[src/rtl/cu_pkg.sv]
// -----------------------------------------------------------------------------
// cu_pkg
// Shared definitions for the control-unit step sequencer:
//   - fixed state numbers (fetch, decode, halt, interrupt)
//   - first execute step of every instruction and the default END_MASK that
//     marks the last execute step of each instruction
//   - opcode enumeration
// Execute-step layout (first..last):
//   NOP 3, INC 4, ADD 5-6, SUB 7-8, AND 9-10, OR 11-12, LOAD 13-15,
//   LDI 14-15 (shares the LOAD tail), STORE 16-18, JMP 19-20, JZ 21-22,
//   CALL 23-26, RET 27-29, MUL 30-37. HALT dispatches straight to state 38.
// -----------------------------------------------------------------------------
package cu_pkg;

  localparam int CU_N      = 6;
  localparam int CU_STATES = 40;
  localparam int CU_OPW    = 5;

  // Fixed state numbers
  localparam int S_FETCH0 = 0;
  localparam int S_FETCH1 = 1;
  localparam int S_DECODE = 2;
  localparam int S_HALT   = 38;
  localparam int S_IRQ    = 39;

  // First execute step of each instruction
  localparam int ST_NOP   = 3;
  localparam int ST_INC   = 4;
  localparam int ST_ADD   = 5;
  localparam int ST_SUB   = 7;
  localparam int ST_AND   = 9;
  localparam int ST_OR    = 11;
  localparam int ST_LOAD  = 13;
  localparam int ST_LDI   = 14;
  localparam int ST_STORE = 16;
  localparam int ST_JMP   = 19;
  localparam int ST_JZ    = 21;
  localparam int ST_CALL  = 23;
  localparam int ST_RET   = 27;
  localparam int ST_MUL   = 30;

  // Terminal execute steps: 3,4,6,8,10,12,15,18,20,22,26,29,37
  localparam logic [CU_STATES-1:0] END_MASK_DEFAULT = 40'h20_2454_9558;

  typedef enum logic [CU_OPW-1:0] {
    OP_NOP   = 5'd0,
    OP_INC   = 5'd1,
    OP_ADD   = 5'd2,
    OP_SUB   = 5'd3,
    OP_AND   = 5'd4,
    OP_OR    = 5'd5,
    OP_LOAD  = 5'd6,
    OP_STORE = 5'd7,
    OP_JMP   = 5'd8,
    OP_JZ    = 5'd9,
    OP_CALL  = 5'd10,
    OP_RET   = 5'd11,
    OP_MUL   = 5'd12,
    OP_LDI   = 5'd13,
    OP_HALT  = 5'd14
  } opcode_e;

endpackage

[src/rtl/CU_decoder.sv]
// -----------------------------------------------------------------------------
// CU_decoder
// One-hot decode of the sequencer state number.
// Ports:
//   counter_value in  N       current state number
//   CPU_state     out states  one-hot vector; all zeros for out-of-range counts
// -----------------------------------------------------------------------------
module CU_decoder #(
  parameter int N      = 6,
  parameter int states = 40
) (
  input  logic [N-1:0]      counter_value,
  output logic [states-1:0] CPU_state
);

  // Each output bit compares the counter against its own index.
  always_comb begin
    CPU_state = '0;
    for (int s = 0; s < states; s++) begin
      CPU_state[s] = (counter_value == N'(s));
    end
  end

endmodule

[src/rtl/cu_dispatch_rom.sv]
// -----------------------------------------------------------------------------
// cu_dispatch_rom
// Combinational opcode dispatch table used in DECODE.
// Ports:
//   opcode      in  OPW  instruction opcode field
//   valid       out 1    opcode is mapped
//   start_state out N    first state after DECODE (3..38); 0 when unmapped
// -----------------------------------------------------------------------------
module cu_dispatch_rom
  import cu_pkg::*;
#(
  parameter int N   = CU_N,
  parameter int OPW = CU_OPW
) (
  input  logic [OPW-1:0] opcode,
  output logic           valid,
  output logic [N-1:0]   start_state
);

  // Opcode to first execute step; anything outside the enum is unmapped.
  always_comb begin
    valid       = 1'b1;
    start_state = N'(S_FETCH0);
    case (opcode)
      OP_NOP:   start_state = N'(ST_NOP);
      OP_INC:   start_state = N'(ST_INC);
      OP_ADD:   start_state = N'(ST_ADD);
      OP_SUB:   start_state = N'(ST_SUB);
      OP_AND:   start_state = N'(ST_AND);
      OP_OR:    start_state = N'(ST_OR);
      OP_LOAD:  start_state = N'(ST_LOAD);
      OP_STORE: start_state = N'(ST_STORE);
      OP_JMP:   start_state = N'(ST_JMP);
      OP_JZ:    start_state = N'(ST_JZ);
      OP_CALL:  start_state = N'(ST_CALL);
      OP_RET:   start_state = N'(ST_RET);
      OP_MUL:   start_state = N'(ST_MUL);
      OP_LDI:   start_state = N'(ST_LDI);
      OP_HALT:  start_state = N'(S_HALT);
      default: begin
        valid       = 1'b0;
        start_state = N'(S_FETCH0);
      end
    endcase
  end

endmodule

[src/rtl/cu_sequencer.sv]
// -----------------------------------------------------------------------------
// cu_sequencer
// Control-unit step sequencer: FETCH0 -> FETCH1 -> DECODE -> execute steps ->
// FETCH0, with stall, HALT, illegal-opcode trapping and optional interrupt entry.
// Configuration macro: CU_IRQ_EN (defined: irq taken at instruction boundaries
// and in HALT via state 39; undefined: irq ignored, state 39 illegal,
// irq_ack always 0). Port list is the same in both builds.
// Ports:
//   clk           in  1       rising-edge clock
//   rst           in  1       synchronous active-high reset
//   stall         in  1       freezes the sequencer and all registered outputs
//   opcode        in  OPW     IR opcode, used only in DECODE
//   irq           in  1       level interrupt request
//   counter_value out N       registered state number
//   CPU_state     out states  one-hot decode of counter_value
//   instr_done    out 1       terminal execute step retiring this cycle
//   halted        out 1       in HALT
//   illegal_op    out 1       sticky illegal opcode / illegal state flag
//   irq_ack       out 1       in IRQ state
// -----------------------------------------------------------------------------
module cu_sequencer
  import cu_pkg::*;
#(
  parameter int                N        = CU_N,
  parameter int                states   = CU_STATES,
  parameter int                OPW      = CU_OPW,
  parameter logic [states-1:0] END_MASK = END_MASK_DEFAULT
) (
  input  logic              clk,
  input  logic              rst,
  input  logic              stall,
  input  logic [OPW-1:0]    opcode,
  input  logic              irq,
  output logic [N-1:0]      counter_value,
  output logic [states-1:0] CPU_state,
  output logic              instr_done,
  output logic              halted,
  output logic              illegal_op,
  output logic              irq_ack
);

  // One extra bit so a full 2**N state count still compares correctly.
  localparam logic [N:0] STATE_COUNT = (N+1)'(states);

  logic         rom_valid;
  logic [N-1:0] rom_start;
  logic [N-1:0] next_count;
  logic         set_illegal;
  logic         terminal;
  logic         irq_take;

`ifdef CU_IRQ_EN
  localparam logic IRQ_ON = 1'b1;
  assign irq_take = irq;
`else
  localparam logic IRQ_ON = 1'b0;
  logic unused_irq;
  assign unused_irq = irq;
  assign irq_take   = 1'b0;
`endif

  cu_dispatch_rom #(
    .N   (N),
    .OPW (OPW)
  ) u_dispatch (
    .opcode      (opcode),
    .valid       (rom_valid),
    .start_state (rom_start)
  );

  CU_decoder #(
    .N      (N),
    .states (states)
  ) u_decoder (
    .counter_value (counter_value),
    .CPU_state     (CPU_state)
  );

  // Next-state selection; interrupt entry only where the next state would be FETCH0
  // after a retire, or from HALT.
  always_comb begin
    next_count  = counter_value;
    set_illegal = 1'b0;
    terminal    = 1'b0;
    if ({1'b0, counter_value} >= STATE_COUNT) begin
      // Corrupted counter (e.g. upset): recover to fetch and flag it
      next_count  = N'(S_FETCH0);
      set_illegal = 1'b1;
    end else begin
      case (counter_value)
        N'(S_FETCH0): next_count = N'(S_FETCH1);
        N'(S_FETCH1): next_count = N'(S_DECODE);
        N'(S_DECODE): begin
          if (rom_valid) begin
            next_count = rom_start;
          end else begin
            next_count  = N'(S_FETCH0);
            set_illegal = 1'b1;
          end
        end
        N'(S_HALT): begin
          if (irq_take) begin
            next_count = N'(S_IRQ);
          end else begin
            next_count = N'(S_HALT);
          end
        end
        N'(S_IRQ): begin
          // Unreachable without interrupt support, so reaching it is an error
          next_count  = N'(S_FETCH0);
          set_illegal = ~IRQ_ON;
        end
        default: begin
          // Execute steps 3..37
          if (END_MASK[counter_value]) begin
            terminal = 1'b1;
            if (irq_take) begin
              next_count = N'(S_IRQ);
            end else begin
              next_count = N'(S_FETCH0);
            end
          end else begin
            next_count = counter_value + N'(1);
          end
        end
      endcase
    end
  end

  // Retire pulse suppressed while frozen or being reset.
  assign instr_done = terminal & ~stall & ~rst;

  // State register and registered status flags; stall freezes all of them.
  always_ff @(posedge clk) begin
    if (rst) begin
      counter_value <= N'(S_FETCH0);
      halted        <= 1'b0;
      illegal_op    <= 1'b0;
      irq_ack       <= 1'b0;
    end else if (stall) begin
      counter_value <= counter_value;
      halted        <= halted;
      illegal_op    <= illegal_op;
      irq_ack       <= irq_ack;
    end else begin
      counter_value <= next_count;
      halted        <= (next_count == N'(S_HALT));
      illegal_op    <= illegal_op | set_illegal;
      irq_ack       <= IRQ_ON & (next_count == N'(S_IRQ));
    end
  end

endmodule

[config.mk]
export PLATFORM = sky130hd
export DESIGN_NAME = cu_sequencer
export DESIGN_NICKNAME = d
export VERILOG_FILES = /design/src/rtl/cu_pkg.sv /design/src/rtl/CU_decoder.sv /design/src/rtl/cu_dispatch_rom.sv /design/src/rtl/cu_sequencer.sv
export SDC_FILE = /design/constraint.sdc
export NUM_CORES = 1
export LEC_CHECK = 0
export BUFFER_PORTS_ARGS = -buffer_cell sky130_fd_sc_hd__buf_2
export CAP_MARGIN = 20
export CORE_UTILIZATION = 45
export CTS_BUF_LIST = sky130_fd_sc_hd__clkbuf_4 sky130_fd_sc_hd__clkbuf_8
export DETAILED_ROUTE_END_ITERATION = 8
export HOLD_SLACK_MARGIN = 0.15
export PLACE_DENSITY = 0.85
export SLEW_MARGIN = 5
export SYNTH_ARGS = -nofsm -noshare
export SYNTH_HDL_FRONTEND = slang
export SYNTH_SLANG_ARGS = --single-unit
[constraint.sdc]
create_clock -name clk -period 4.8 [get_ports clk]
set_clock_uncertainty 0.1 [all_clocks]
set_input_delay 0.72 -clock clk [delete_from_list [all_inputs] [get_ports clk]]
set_output_delay 0.72 -clock clk [all_outputs]
set_load 0.03 [all_outputs]
==> impl_metrics.json, run 1 <==
{
  "period_minus_slack_ns": 3.88,
  "synthArstFlopShare_pct": 0,
  "cts_sinks": 9,
  "wire_per_inst_um": 12.5,
  "drt_iter0_drc": 105,
  "synth-main-ff-cell": "dfxtp_1",
  "tightestPinTransition_ns": 0.522,
  "ys_top_cells_by_count": "nor2_1, nand2_1, and2_1, dfxtp_1, ha_1",
  "setup_viol": 0,
  "grt_setup_unrepaired": "no",
  "die_h_um": 56.6,
  "finalCritPeriodShare_pct": 80.8,
  "seq_area_um2": 180,
  "n_antenna_cell": 0,
  "drt-pass1-iter-count": 4,
  "setup_ws_ns": 0.923,
  "routabilityCongestion": 0.863,
  "post_cts_buffers": 0,
  "grt_pass1_wl_um": 5450,
  "grt_max_degree": 18,
  "io_pins": 59,
  "critPathRequiredTime_ns": 4.84,
  "place.port_buffers": 56,
  "grtUsageTotal_pct": 21.0,
  "clock_latency_ns": 0.26,
  "ys_ff_latch": 9,
  "detail-route-antenna-nets": 0,
  "synth_cell_types": 57,
  "setup-tns-final_ns": 0,
  "critPathCaptureType": "register",
  "start_kind": "register",
  "antenna_found_initial": 0,
  "dp_slack_ns": 1.00,
  "holdBufCountCts": 0,
  "dieArea_um2": 3200,
  "synth_edf_count": 0,
  "cts_max_path_buffers": 2,
  "core_area_um2": 2780,
  "wl_um": 3320,
  "vias": 1459,
  "cts_root_buffer": "clkbuf_4",
  "leakage_nw": 0.806,
  "min_path_type": "register to register",
  "yosysMostFrequentCell": "nor2_1",
  "areaGrowthSynthToFinish_pct": 17.6,
  "status": "finished, final reports clean",
  "final_nets": 251,
  "yosys.area.top_type": "dfxtp_1",
  "synth_top_cells_by_area": "dfxtp_1, nor2_1, ha_1",
  "htreeDepth": 1,
  "route.detailed.drc": 0,
  "overflow": 0,
  "routed_via_density": 5.51,
  "core.rowCount": 19,
  "syn-num-nets": 206,
  "start_util_pct": 48.2,
  "dpl.hpwl_um": 2520,
  "grt_pass1_vias": 1194,
  "syn_inst": 190,
  "syn_area_um2": 1340,
  "synthDominantCellAreaShare_pct": 13.4,
  "die_x_um": 56.6,
  "post-route-util_pct": 56.7,
  "maxCapViolCount": 0,
  "maxSlewViolCount": 0,
  "powerDensity_nw_per_um2": 353,
  "numCtsBuffers": 3,
  "clk_pin_slew_worst_paths_ns": 0.06,
  "final_layout_size_suffix_gt1_share_pct": 32.1,
  "synth-warning-count": 0,
  "ys_seq_area_share_pct": 13.4,
  "fillerInstances": 259,
  "peakVddDrop_uv": 288,
  "multi_input_area_um2": 1030,
  "cp.arrival_ns": 3.92,
  "critical_path_class": "register to register",
  "fmax_mhz": 258,
  "avgSynthCellArea_um2": 7.06,
  "path_max_fanout": 10,
  "hold_viol_final": 0,
  "relSlewSlack_pct": 64.9,
  "ctsResizeCount": 0,
  "cts_tree": "yes"
}
-- area by class of cell --
| cell class | instances | share of cell area [%] |
|---|---|---|
| sequential | 9 | 11.4 |
| tap | 31 | 2.46 |
| multi-input combinational | 159 | 65.0 |
| clock buffer | 4 | 1.90 |
| timing repair buffer | 56 | 17.8 |
| inverter | 6 | 1.43 |
-- worst paths after layout --
kind / startpoint / to / slack (ns) / cells past startpoint
setup / recovery: counter_value[0]$_SDFFE_PP0N_ / register / 0.92 / 13
hold reg to reg: halted$_SDFFE_PP0N_ / halted$_SDFFE_PP0N_ / 0.38 / 2
hold / removal: halted$_SDFFE_PP0N_ / halted$_SDFFE_PP0N_ / 0.38 / 2
setup reg to reg: counter_value[0]$_SDFFE_PP0N_ / register / 0.92 / 13
-- per-stage QoR --
stage	instances	hold slack, ns	total power, mW	area, um^2
detailed placement	261	0.374	0.491	1550
finish	265	0.381	0.556	1580
global route	265	0.424	0.599	1580
global placement	261	0.357	0.482	1550
floorplan	190	0.498	0.412	1340
CTS	265	0.388	0.556	1580
-- critical path, stage by stage, from the launching register on --
cell	delay, ns
dfxtp_1	0.40
inv_1	0.12
ha_1	0.32
or3b_1	0.49
or3_1	0.39
o32ai_2	0.13
a31oi_1	0.08
o32a_1	0.34
o21ai_0	0.26
nand2b_1	0.10
ha_1	0.30
or3b_2	0.46
a21oi_1	0.16
o22ai_1	0.10
-- placed cells by master (no fill, tap or decap), drive strengths merged, types with 4 or more instances in the layout --
cell,netlist,layout
and3,8,8
nor2b,5,5
nand2,10,10
clkbuf,8,4
nor3,5,5
ha,7,7
and2,11,11
nand3,6,6
dfxtp,9,9
a21oi,7,7
or3b,4,4
or3,4,4
inv,6,6
xor2,4,4
o21ai,4,4
nor2,36,36
buf,8,56
nand2b,6,6
-- cell families after synthesis --
| logic type | share of synthesized area (%) |
|---|---|
| simple gates | 39.6 |
| compound gates | 24.5 |
| buf+inv | 10.1 |
| flops | 13.4 |
| fa+ha+maj | 6.53 |
| xor+xnor | 3.26 |
| mux | 2.33 |
| other cells | 0.280 |
-- power by group --
group,switching (mW),internal (mW),total (mW),leakage (nW)
clock network,0.0263,0.0377,0.0640,0.0184
logic,0.235,0.141,0.376,0.715
registers,0.0291,0.0877,0.117,0.0730
total,0.290,0.266,0.556,0.806
-- routing by layer --
metal  track usage [%]  up-vias  wire length (um)
li1                  -      760                 -
met3              3.00        5               231
met5                 0        -                 0
met1              28.7      636              1520
met4              7.67        0                40
met2              33.4       58              1530
Power figures use the tool's default switching activity.
==> run 2, diff against run 1 <==
==> constraint.sdc (replaced) <==
create_clock -name clk -period 3.9 [get_ports clk]
set_clock_uncertainty 0.1 [all_clocks]
set_input_delay 0.585 -clock clk [delete_from_list [all_inputs] [get_ports clk]]
set_output_delay 0.585 -clock clk [all_outputs]
set_load 0.03 [all_outputs]
==> run 2 against run 1 <==
  * Register-to-register slack lost 0.62 ns
  * Combinational power grew 29%
  * Sequential share of layout area shrank 0.37 points
  * Count of clock-buffer cells in the layout is the same
  * Cell count grew 2.6%
  * Setup slack lost 0.62 ns
  * Cell area grew 3.3%
  * Clock power grew 23%
  * Non-clock buffer count grew 7
  * Largest cell class unchanged
  * Highest routed layer unchanged
==> impl_metrics.json, run 2 (synthesized netlist as in run 1, its figures left out) <==
{
  "critPathMaxStageDelay_ns": 0.51,
  "drt_iter0_drc": 41,
  "vias": 1506,
  "io_pins": 59,
  "fmax_mhz": 278,
  "peakVddDrop_uv": 353,
  "critPathRequiredTime_ns": 3.94,
  "areaGrowthSynthToFinish_pct": 21.5,
  "grt_pass1_wl_um": 5620,
  "cts_root_buffer": "clkbuf_4",
  "antenna_found_initial": 0,
  "place.port_buffers": 56,
  "relSlewSlack_pct": 66.6,
  "cp.arrival_ns": 3.64,
  "top_layer": "met4",
  "holdBufCountCts": 0,
  "multi_input_area_um2": 1030,
  "post_cts_buffers": 0,
  "cts_sinks": 9,
  "finalCritPeriodShare_pct": 92.3,
  "final_nets": 258,
  "ctsResizeCount": 0,
  "overflow": 0,
  "maxSlewViolCount": 0,
  "grt_max_degree": 17,
  "wire_per_inst_um": 12.6,
  "start_util_pct": 48.2,
  "powerDensity_nw_per_um2": 430,
  "detail-route-antenna-nets": 0,
  "routabilityCongestion": 0.821,
  "critPathLaunch": "counter_value[0]$_SDFFE_PP0N_",
  "r2r_slack_ns": 0.30,
  "post-route-util_pct": 58.6,
  "min_to": "illegal_op$_SDFFE_PP0N_",
  "leakage_nw": 0.843,
  "period_minus_slack_ns": 3.60,
  "cpMostUsedCell": "ha_1",
  "clk_pin_slew_worst_paths_ns": 0.06,
  "hold_depth": 2,
  "core.rowCount": 19,
  "critPathCaptureType": "register",
  "grt_pass1_vias": 1262,
  "path_max_fanout": 10,
  "routed_via_density": 5.54,
  "holdCritStartpoint": "illegal_op$_SDFFE_PP0N_",
  "setup_viol": 0,
  "die_h_um": 56.6,
  "n_antenna_cell": 0,
  "cts_tree": "yes",
  "r2r-start": "counter_value[0]$_SDFFE_PP0N_",
  "htreeDepth": 1,
  "seq_area_um2": 180,
  "die_x_um": 56.6,
  "path_cells": "inv_1 > ha_1 > or3b_1 > buf_4 > nor2_1 > o32ai_2 > a31oi_1 > o32a_1 > o21ai_0 > nand2b_1 > ha_1 > or3b_2 > a21oi_1 > o22ai_1",
  "critical_path_class": "register to register",
  "status": "finished, final reports clean",
  "fillerInstances": 274,
  "hold_viol_final": 0,
  "grt_setup_unrepaired": "no",
  "min_path_type": "register to register",
  "core_area_um2": 2780,
  "grtUsageTotal_pct": 21.4,
  "wl_um": 3430,
  "route.detailed.drc": 0,
  "wl_met2_um": 1610,
  "cts_max_path_buffers": 2,
  "start_kind": "register",
  "final_layout_size_suffix_gt1_share_pct": 34.0,
  "r2r_cells": 14,
  "layout_common_cells": "buf_2, nor2_1, nand2_1, and2_1, dfxtp_1",
  "clock_latency_ns": 0.26,
  "drt-pass1-iter-count": 4,
  "m1WireLength_um": 1620,
  "setup-tns-final_ns": 0,
  "cpMaxStageDelayCell": "dfxtp_1",
  "dieArea_um2": 3200,
  "tightestPinTransition_ns": 0.497,
  "dpl.hpwl_um": 2590,
  "maxCapViolCount": 0,
  "met3_length_um": 180,
  "mostFrequentLayoutCell": "buf_2",
  "numCtsBuffers": 3
}
run 2: cell types whose count changed in the layout (fill, tap and decap cells not counted), sizes merged:
| cell | previous run | this run |
|---|---|---|
| buf | 56 | 63 |
run 2: report_power, final:
group	switching, mW	internal, mW	total [mW]
Clock	0.0323	0.0464	0.0786
Sequential	0.0311	0.108	0.139
Combinational	0.299	0.185	0.484
Total	0.363	0.339	0.702
run 2: cell type report:
class	count	area share, %
multi-input cells	159	62.9
repair buffers	63	20.4
well taps	31	2.38
flip-flops and latches	9	11.1
inverters	6	1.38
clock buffers	4	1.84
run 2: worst max-delay path by stage:
stage,depth (start not counted),to
6_report,14,register
5_1_grt,14,register
4_1_cts,14,register
3_5_place_dp,14,register
3_3_place_gp,13,register
2_1_floorplan,14,register
run 2: metal layers:
layer,up-vias,global-route usage (%)
li1,773,-
met4,0,5.23
met1,675,28.3
met3,4,2.53
met5,-,0
met2,54,36.8
run 2: worst max-delay path: cells and delay by family (launching register included):
family,cells,cell delay [ns]
buf+inv,2,0.26
fa+ha+maj,2,0.51
compound gates,6,1.25
flops,1,0.51
simple gates,4,0.85
run 2: per-stage QoR:
| stage | power (mW) | setup WS [ns] | instance area (um^2) | hold slack [ns] | instances |
|---|---|---|---|---|---|
| detailed placement | 0.624 | 0.363 | 1600 | 0.358 | 268 |
| CTS | 0.705 | 0.321 | 1630 | 0.372 | 272 |
| global route | 0.761 | 0.0987 | 1630 | 0.413 | 272 |
| global placement | 0.609 | 0.444 | 1600 | 0.354 | 268 |
| floorplan | 0.507 | 0.156 | 1340 | 0.498 | 190 |
| finish | 0.702 | 0.299 | 1630 | 0.367 | 272 |
